### config.mk
export PLATFORM = sky130hd
export DESIGN_NAME = bcdtobin
export DESIGN_NICKNAME = d
export VERILOG_FILES = /design/src/rtl/bcdtobin_pkg.sv /design/src/rtl/bcdtobin_digit_sub3.sv /design/src/rtl/bcdtobin.sv
export SDC_FILE = /design/constraint.sdc
export NUM_CORES = 1
export LEC_CHECK = 0
export ABC_AREA = 1
export CAP_MARGIN = 20
export CORE_ASPECT_RATIO = 1.75
export CORE_UTILIZATION = 57
export DETAILED_ROUTE_END_ITERATION = 10
export GPL_ROUTABILITY_DRIVEN = 0
export PLACE_DENSITY_LB_ADDON = 0.2
export SETUP_SLACK_MARGIN = 0.4
export SYNTH_ARGS = -nofsm -noshare
export SYNTH_HDL_FRONTEND = slang
export SYNTH_HIERARCHICAL = 1
export SYNTH_SLANG_ARGS = --single-unit
export TNS_END_PERCENT = 30
### constraint.sdc
create_clock -name i_clk -period 3.05 [get_ports i_clk]
set_input_delay 0.61 -clock i_clk [delete_from_list [all_inputs] [get_ports i_clk]]
set_output_delay 0.61 -clock i_clk [all_outputs]
set_load 0.05 [all_outputs]
### src/rtl/bcdtobin_pkg.sv
// Shared types and constants for the bcdtobin BCD-to-binary converter.
// Optional build macro: BCDTOBIN_ERR_EN (invalid-digit detection).
package bcdtobin_pkg;

    typedef enum logic [1:0] {
        S_READY = 2'd0,
        S_OP    = 2'd1,
        S_DONE  = 2'd2
    } t_state;

    localparam int BCD_DIGIT_W    = 4;
    localparam int BCD_ADJ_THRESH = 8;
    localparam int BCD_ADJ_SUB    = 3;

endpackage

### src/rtl/bcdtobin_digit_sub3.sv
// One digit of the reverse double-dabble correction: digits >= 8 after a
// right shift carried a weight-8 bit that really stands for 5, so subtract 3.
module bcd_digit_sub3
    import bcdtobin_pkg::*;
(
    input  logic [BCD_DIGIT_W-1:0] din,
    output logic [BCD_DIGIT_W-1:0] dout
);

    always_comb begin
        dout = din;
        if (din >= BCD_DIGIT_W'(BCD_ADJ_THRESH)) begin
            dout = din - BCD_DIGIT_W'(BCD_ADJ_SUB);
        end
    end

endmodule

### src/rtl/bcdtobin.sv
// Sequential BCD-to-binary converter (reverse double-dabble), start/ready/done
// handshake. Define BCDTOBIN_ERR_EN to add invalid-digit detection and o_err.
//
// Handshake: i_start is sampled only while o_ready is high; an accepted start
// produces exactly one o_done pulse, and o_bin is valid from that pulse until
// the next accepted start. o_ready and o_done decode the state register.
module bcdtobin
    import bcdtobin_pkg::*;
#(
    parameter int N_DIGITS = 4,
    parameter int BIN_W    = 14
) (
    input  logic                        i_clk,
    input  logic                        i_rst,
    input  logic                        i_start,
    input  logic [BCD_DIGIT_W*N_DIGITS-1:0] i_bcd,
    output logic                        o_ready,
    output logic                        o_done,
    output logic [BIN_W-1:0]            o_bin,
`ifdef BCDTOBIN_ERR_EN
    output logic                        o_err,
`endif
    output t_state                      o_state
);

    localparam int BCD_W = BCD_DIGIT_W * N_DIGITS;
    localparam int IDX_W = $clog2(BIN_W + 2);
    localparam logic [IDX_W-1:0] IDX_LOAD = IDX_W'(BIN_W + 1);

    t_state           r_state, state_nxt;
    logic [BCD_W-1:0] r_bcd, bcd_nxt;
    logic [BIN_W-1:0] r_bin, bin_nxt;
    logic [IDX_W-1:0] r_index, idx_nxt;

    logic [BCD_W-1:0] bcd_shift, bcd_adj;
    logic [BIN_W-1:0] bin_shift;

    assign bcd_shift = {1'b0, r_bcd[BCD_W-1:1]};
    assign bin_shift = {r_bcd[0], r_bin[BIN_W-1:1]};

    for (genvar d = 0; d < N_DIGITS; d++) begin : g_adj
        bcd_digit_sub3 u_sub3 (
            .din  (bcd_shift[d*BCD_DIGIT_W +: BCD_DIGIT_W]),
            .dout (bcd_adj[d*BCD_DIGIT_W +: BCD_DIGIT_W])
        );
    end

`ifdef BCDTOBIN_ERR_EN
    logic r_err, err_nxt;
    logic bcd_invalid;

    always_comb begin
        bcd_invalid = 1'b0;
        for (int d = 0; d < N_DIGITS; d++) begin
            if (i_bcd[d*BCD_DIGIT_W +: BCD_DIGIT_W] > BCD_DIGIT_W'(9)) begin
                bcd_invalid = 1'b1;
            end
        end
    end

    assign o_err = r_err;
`endif

    always_ff @(posedge i_clk or posedge i_rst) begin
        if (i_rst) begin
            r_state <= S_READY;
            r_bcd   <= '0;
            r_bin   <= '0;
            r_index <= '0;
`ifdef BCDTOBIN_ERR_EN
            r_err   <= 1'b0;
`endif
        end else begin
            r_state <= state_nxt;
            r_bcd   <= bcd_nxt;
            r_bin   <= bin_nxt;
            r_index <= idx_nxt;
`ifdef BCDTOBIN_ERR_EN
            r_err   <= err_nxt;
`endif
        end
    end

    // The first S_OP cycle (index = BIN_W+1) only settles; the next BIN_W
    // cycles shift, and index 0 hands over to S_DONE.
    always_comb begin
        state_nxt = r_state;
        bcd_nxt   = r_bcd;
        bin_nxt   = r_bin;
        idx_nxt   = r_index;
`ifdef BCDTOBIN_ERR_EN
        err_nxt   = r_err;
`endif
        case (r_state)
            S_READY: begin
                if (i_start) begin
`ifdef BCDTOBIN_ERR_EN
                    err_nxt = bcd_invalid;
                    bin_nxt = '0;
                    if (bcd_invalid) begin
                        state_nxt = S_DONE;
                    end else begin
                        bcd_nxt   = i_bcd;
                        idx_nxt   = IDX_LOAD;
                        state_nxt = S_OP;
                    end
`else
                    bcd_nxt   = i_bcd;
                    bin_nxt   = '0;
                    idx_nxt   = IDX_LOAD;
                    state_nxt = S_OP;
`endif
                end
            end
            S_OP: begin
                if (r_index == '0) begin
                    state_nxt = S_DONE;
                end else begin
                    if (r_index != IDX_LOAD) begin
                        bcd_nxt = bcd_adj;
                        bin_nxt = bin_shift;
                    end
                    idx_nxt = r_index - IDX_W'(1);
                end
            end
            S_DONE:  state_nxt = S_READY;
            default: state_nxt = S_READY;
        endcase
    end

    assign o_ready = (r_state == S_READY);
    assign o_done  = (r_state == S_DONE);
    assign o_bin   = r_bin;
    assign o_state = r_state;

endmodule

==> results_tabular.tex, run 1 <==
\begin{tabular}{lr}
\hline
Metric & Value \\
\hline
\multicolumn{2}{l}{\textbf{Run status}} \\
Status & finished, final reports clean \\
\multicolumn{2}{l}{\textbf{Setup path}} \\
Number of buffer and inverter stages on the critical path & 1 \\
Critical Path Slowest Stage Cell & sky130\_fd\_sc\_hd\_\_clkdlybuf4s50\_1 \\
Type of element capturing the critical path & output port \\
Largest delay share family, worst path & buffers and inverters \\
Critical path data arrival time & 1730 ps \\
Max stage delay on crit path & 820 ps \\
Ordered list of cells on the worst path & nor2\_1, clkdlybuf4s50\_1 \\
Type of the worst setup path & reg -> out \\
Largest driver fanout on the critical path & 6 \\
Kind of start point of the critical path & flop \\
Required time of the worst setup path & 2440 ps \\
\multicolumn{2}{l}{\textbf{Power}} \\
VDD IR-drop max & 1.41 mV \\
P\_sw & 1.28 mW \\
Power density over the cells & 957 mW/mm\^{}2 \\
Leak pwr & 1.47 nW \\
Sequential cell fraction of total power & 32.5\% \\
Internal power of the cells & 1.28 mW \\
Fraction of power spent switching nets & 50.1\% \\
Combinational cell fraction of total power & 54.6\% \\
Fraction of power consumed by the clock network & 12.9\% \\
\multicolumn{2}{l}{\textbf{Timing}} \\
Final hold vios & 0 \\
Final setup violation count & 0 \\
Max-Slew Margin vs Limit & 60.3\% \\
Clk\_skew & 6.11 ps \\
Post-route setup slack & 710 ps \\
Worst hold slack after final layout & 501 ps \\
Setup TNS & 0 ps \\
Max-slew violations & 0 \\
RSZ-0062 raised after global routing & false \\
Worst-margin pin slew & 594 ps \\
Fin crit share & 76.7\% \\
Max Clock Freq & 0.427 GHz \\
Shortest clock period the worst path allows after layout & 2340 ps \\
\multicolumn{2}{l}{\textbf{Clocking}} \\
Clock transition at the register clock pins on the worst setup and hold paths after CTS & 70 ps \\
Clock tree from TritonCTS & yes \\
Cts-stage hold buffer count & 0 \\
CTS buffer count & 5 \\
CTS sink cnt & 36 \\
Cell chosen for the clock root & sky130\_fd\_sc\_hd\_\_clkbuf\_8 \\
H-tree depth reported by CTS & 2 \\
CTS max path bufs & 2 \\
Post-CTS Repair Setup Buffers & 0 \\
Clock latency on the worst-skew pair & 290 ps \\
Post-CTS Resized & 0 \\
\multicolumn{2}{l}{\textbf{Global route}} \\
Initial antenna violation count & 0 \\
Routing layer with the top usage in global route & met2 \\
Via count of the first global-routing pass & 1,960 \\
Met3 track demand over resource & 3.41\% \\
GRT Resource Usage Total & 25.1\% \\
Maximum number of pins on one net before global-route repair & 37 \\
Met1 routing resource usage after global routing & 28.8\% \\
Residual overflow from global routing & 0 \\
Met2 Track Usage GR & 45.3\% \\
Wire length of the first global-routing pass & 8120 um \\
\multicolumn{2}{l}{\textbf{Logic synthesis}} \\
Xor and xnor area share after synthesis & 1.57\% \\
Register bit total from synthesis & 36 \\
Simple-gate share of the synthesized area & 37.9\% \\
Number of warnings printed during yosys synthesis & 6 \\
Main combinational cell family by area after synthesis & simple AND/OR/NAND/NOR gates \\
Synthesized instance count & 322 \\
Mean area per synthesized cell & 6.94 um\^{}2 \\
Mux cell area share after synthesis & 0\% \\
Share of synthesized cell area in full adder, half adder and majority cells & 5.60\% \\
Yosys cell types & 20 \\
Compound-Gate Fraction of Synth Area & 3.02\% \\
Post-Syn Area & 0.00223 mm\^{}2 \\
Sequential share of the synthesized area & 40.3\% \\
\multicolumn{2}{l}{\textbf{Die}} \\
Placeable core region & 0.00370 mm\^{}2 \\
Die area & 0.00418 mm\^{}2 \\
Initial Util & 60.4\% \\
Placement Rows & 29 \\
I/O pin total & 37 \\
Y dimension of the die & 84.8 um \\
Width of the chip & 49.3 um \\
\multicolumn{2}{l}{\textbf{Min path}} \\
Worst min-delay path category & reg -> reg \\
\multicolumn{2}{l}{\textbf{Placement}} \\
IO Port Bufs & 36 \\
Number of cells in the design after placement & 398 \\
Post-place setup slack & 906 ps \\
Final HPWL from detailed placement & 3100 um \\
\multicolumn{2}{l}{\textbf{Final layout}} \\
Final standard cell count with taps included and fillers excluded & 406 \\
Fraction of layout instances using a drive strength above 1 & 4.72\% \\
Final layout net count & 388 \\
Fillers & 312 \\
ANT cells & 0 \\
Synth-to-Final Area Change & 19.8\% \\
Most used cells in the layout excluding fill and tap cells & 141 x sky130\_fd\_sc\_hd\_\_nand2\_1, 40 x sky130\_fd\_sc\_hd\_\_inv\_1, 37 x sky130\_fd\_sc\_hd\_\_nand3\_1 \\
Commonest non-fill, non-tap cell in the layout & sky130\_fd\_sc\_hd\_\_nand2\_1 \\
\multicolumn{2}{l}{\textbf{Drt}} \\
Antenna-violating nets left & 0 \\
Drt drc & 0 \\
Number of vias per cell after detailed routing & 4.90 \\
Routed WL & 4660 um \\
Average wire length per cell after detail routing & 11.5 um \\
DR vias & 1,990 \\
Initial drt markers & 48 \\
Number of iterations in the first detailed-routing pass & 4 \\
\multicolumn{2}{l}{\textbf{Job}} \\
Maximum capacitance violations & 0 \\
\hline
\end{tabular}
==> cell type report <==
class	instances	area (um^2)	area share [%]
multi-input combinational	236	1100	41.0
clock buffer	5	68.8	2.57
clock inverter	3	18.8	0.701
timing repair buffer	38	375	14.0
sequential	36	901	33.7
tap	46	57.6	2.15
inverter	42	158	5.89
==> worst paths after layout <==
kind / slack, ps / depth (start not counted) / end / startpoint
worst max-delay path: 710 / 2 / o_ready / o_state[0]
worst min-delay path: 500 / 2 / o_bin[5] / o_bin[5]
worst max register to register: 1070 / 6 / o_bin[0] / o_state[0]
worst min register to register: 500 / 2 / o_bin[5] / o_bin[5]
max in group asynchronous: 2010 / 3 / r_bcd[1] / i_rst
min in group asynchronous: 720 / 3 / o_bin[0] / i_rst
==> synthesized netlist by cell type, drive strengths merged <==
cell type | count | area share [%]
a21boi | 4 | 1.3
buf | 13 | 4.4
conb | 1 | 0.17
dfrtp | 36 | 40
ha | 10 | 5.6
inv | 42 | 7.1
nand2 | 144 | 25
nand3 | 38 | 8.7
nand4 | 2 | 0.56
nor2 | 21 | 3.9
o21a | 1 | 0.34
o21ai | 6 | 1.3
xor2 | 4 | 1.6
==> flip-flops by register name, summed over array words and instances (netlist names) <==
name / count
r_index: 4
o_state: 2
o_bin: 14
r_bcd: 16
==> through the flow <==
| stage | area, um^2 | total power, mW | utilization, % |
|---|---|---|---|
| 6_report | 2680 | 2.56 | 72.3 |
| 5_1_grt | 2680 | 2.82 | 72.3 |
| 4_1_cts | 2680 | 2.58 | 72.3 |
| 3_5_place_dp | 2590 | 2.24 | 69.9 |
| 3_3_place_gp | 2590 | 2.20 | 69.9 |
| 2_1_floorplan | 2250 | 1.98 | - |
==> power by group through the flow <==
stage | Combinational (mW) | Clock (mW) | Sequential [mW]
2_1_floorplan | 1.04 | 0 | 0.936
3_3_place_gp | 1.36 | 0 | 0.832
3_5_place_dp | 1.40 | 0 | 0.836
4_1_cts | 1.41 | 0.345 | 0.831
5_1_grt | 1.60 | 0.358 | 0.857
6_report | 1.40 | 0.331 | 0.832
==> worst register-to-register path: stages (launching register included) <==
cell	delay, ps
sky130_fd_sc_hd__dfrtp_1	460
sky130_fd_sc_hd__inv_2	70
sky130_fd_sc_hd__nor2_4	460
sky130_fd_sc_hd__nand3_1	230
sky130_fd_sc_hd__nand3_2	470
sky130_fd_sc_hd__nand2_1	140
sky130_fd_sc_hd__nand2_1	100
==> cell families after synthesis <==
kind of cell / count (synthesis)
buffers and inverters: 55
and+or+nand+nor: 205
AOI/OAI and AO/OA: 11
DFF: 36
xor gates and xnor gates: 4
adders and majority gates: 10
other: 1
==> layer usage <==
layer | vias to the layer above | part of all wire, %
met5 | - | 0
met4 | 0 | 1.5
met3 | 6 | 4.2
met2 | 43 | 53
met1 | 903 | 41
li1 | 1038 | -
Power figures use the tool's default switching activity.
==> run 2: changes to the inputs <==
CORE_UTILIZATION = 53   (was 57)
clock period = 2.2 ns   (was 3.05 ns; I/O delays follow)
==> run 2 against run 1 <==
  * Hold slack worse by 29 ps
  * Power rose by 42%
  * Register-to-register slack got worse by 580 ps
  * Non-clock buffer count is 3 higher
  * Core utilization decreased by 2.9 points
  * Clock skew decreased by 2.1 ps
  * Via count grew 2.8%
  * Critical path type unchanged
  * Critical endpoint unchanged
  * Largest cell class unchanged
==> results_tabular.tex, run 2 (synthesis gave the netlist of run 1 again) <==
\begin{tabular}{lr}
\hline
Metric & Value \\
\hline
\multicolumn{2}{l}{\textbf{Run status}} \\
Status & finished, final reports clean \\
\multicolumn{2}{l}{\textbf{Drt}} \\
DR vias & 2,045 \\
Average wire length per cell after detail routing & 11.7 um \\
Drt drc & 0 \\
Number of vias per cell after detailed routing & 4.98 \\
Antenna-violating nets left & 0 \\
Number of iterations in the first detailed-routing pass & 5 \\
Initial drt markers & 54 \\
Routed WL & 4820 um \\
\multicolumn{2}{l}{\textbf{Setup path}} \\
Length in cells of the worst reg-to-reg path & 7 \\
Largest driver fanout on the critical path & 6 \\
Type of the worst setup path & reg -> out \\
Kind of start point of the critical path & flop \\
Critical path data arrival time & 1440 ps \\
Reg-to-reg critical path startpoint & o\_state[0] \\
Type of element capturing the critical path & output port \\
Slack of the worst reg-to-reg path & 490 ps \\
Required time of the worst setup path & 1760 ps \\
Endpoint of the worst-slack reg-to-reg timing path & r\_bcd[14] \\
\multicolumn{2}{l}{\textbf{Clocking}} \\
H-tree depth reported by CTS & 2 \\
Clock transition at the register clock pins on the worst setup and hold paths after CTS & 70 ps \\
Clock tree from TritonCTS & yes \\
Clock latency on the worst-skew pair & 290 ps \\
CTS sink cnt & 36 \\
CTS max path bufs & 2 \\
Cell chosen for the clock root & sky130\_fd\_sc\_hd\_\_clkbuf\_8 \\
Cts-stage hold buffer count & 0 \\
CTS buffer count & 5 \\
Post-CTS Repair Setup Buffers & 0 \\
\multicolumn{2}{l}{\textbf{Timing}} \\
Final setup violation count & 0 \\
Max-Slew Margin vs Limit & 63.6\% \\
Clk\_skew & 4.00 ps \\
Setup TNS & 0 ps \\
Max-slew violations & 0 \\
Post-route setup slack & 325 ps \\
Worst-margin pin slew & 544 ps \\
Max Clock Freq & 0.533 GHz \\
RSZ-0062 raised after global routing & true \\
Final hold vios & 0 \\
Fin crit share & 85.2\% \\
Shortest clock period the worst path allows after layout & 1880 ps \\
\multicolumn{2}{l}{\textbf{Final layout}} \\
Commonest non-fill, non-tap cell in the layout & sky130\_fd\_sc\_hd\_\_nand2\_1 \\
ANT cells & 0 \\
Fraction of layout instances using a drive strength above 1 & 5.79\% \\
Final layout net count & 391 \\
Synth-to-Final Area Change & 22.5\% \\
Max reg flops & 16 \\
Register containing the most flip-flops in the final layout & r\_bcd \\
Most used cells in the layout excluding fill and tap cells & 141 x sky130\_fd\_sc\_hd\_\_nand2\_1, 40 x sky130\_fd\_sc\_hd\_\_inv\_1, 37 x sky130\_fd\_sc\_hd\_\_nand3\_1 \\
Final design area excluding fillers & 0.00274 mm\^{}2 \\
\multicolumn{2}{l}{\textbf{Min path}} \\
Worst Hold Path Cells & 2 \\
Min-Delay Endpoint & o\_bin[0] \\
Worst min-delay path category & reg -> reg \\
Min-Delay Startpoint & o\_bin[0] \\
\multicolumn{2}{l}{\textbf{Die}} \\
Y dimension of the die & 87.9 um \\
Placeable core region & 0.00394 mm\^{}2 \\
I/O pin total & 37 \\
Die area & 0.00449 mm\^{}2 \\
Width of the chip & 51.1 um \\
Placement Rows & 30 \\
Initial Util & 56.7\% \\
\multicolumn{2}{l}{\textbf{Power}} \\
Power density over the cells & 1330 mW/mm\^{}2 \\
VDD IR-drop max & 1.06 mV \\
Total power & 3.63 mW \\
Leak pwr & 1.72 nW \\
\multicolumn{2}{l}{\textbf{Global route}} \\
Initial antenna violation count & 0 \\
Maximum number of pins on one net before global-route repair & 37 \\
Wire length of the first global-routing pass & 8110 um \\
Via count of the first global-routing pass & 1,932 \\
Residual overflow from global routing & 0 \\
GRT Resource Usage Total & 24.2\% \\
\multicolumn{2}{l}{\textbf{Placement}} \\
Final HPWL from detailed placement & 3200 um \\
IO Port Bufs & 36 \\
Post-place setup slack & 371 ps \\
Standard cell area after detailed placement & 0.00262 mm\^{}2 \\
\multicolumn{2}{l}{\textbf{Job}} \\
Maximum capacitance violations & 0 \\
\hline
\end{tabular}
[run 2: area by class of cell]
class | instances | area, um^2
Clock buffer | 8 | 90.1
Fill cell | 359 | 1200
Inverter | 42 | 158
Multi-Input combinational cell | 236 | 1110
Sequential cell | 36 | 901
Tap cell | 48 | 60.1
Timing Repair Buffer | 41 | 420
[run 2: power by group]
| group | internal, mW | total [mW] | switching, mW | leakage [nW] |
|---|---|---|---|---|
| Combinational | 0.676 | 1.98 | 1.30 | 1.20 |
| Clock | 0.256 | 0.500 | 0.244 | 0.0455 |
| Sequential | 0.897 | 1.15 | 0.255 | 0.467 |
[run 2: layer usage]
| metal | up-vias | GRT usage [%] | wire length [um] |
|---|---|---|---|
| met5 | - | 0 | 0 |
| met3 | 9 | 4.69 | 171 |
| met4 | 0 | 9.09 | 85 |
| met2 | 43 | 44.9 | 2500 |
| met1 | 950 | 26.3 | 2060 |
| li1 | 1043 | - | - |
[run 2: worst max path at each step]
stage / from / to / slack (ps)
6_report: o_state[0] / o_ready / 320
3_5_place_dp: o_state[0] / o_ready / 370
4_1_cts: o_bin[13] / o_bin[13] / 270
3_3_place_gp: o_state[0] / o_ready / 380
2_1_floorplan: o_state[1] / o_done / 480
5_1_grt: o_state[0] / o_ready / 280
[run 2: stage by stage]
step / cells / util [%] / hold slack [ps]
after floorplan: 327 / - / 442
final: 411 / 69.4 / 472
after global routing: 411 / 69.4 / 507
after detailed placement: 403 / 66.5 / 462
after global placement: 403 / 66.5 / 456
after CTS: 411 / 68.7 / 480
[run 2: worst max-delay path, cell delays in order, from the launching register on]
cell,delay (ps)
sky130_fd_sc_hd__dfrtp_1,480
sky130_fd_sc_hd__nor2_4,140
sky130_fd_sc_hd__dlygate4sd2_1,530
[run 2: repair_timing]
action	CTS	global route
setup endpoints to repair	17	43
pin swaps	0	0
resized for setup	6	12
cloned	0	0
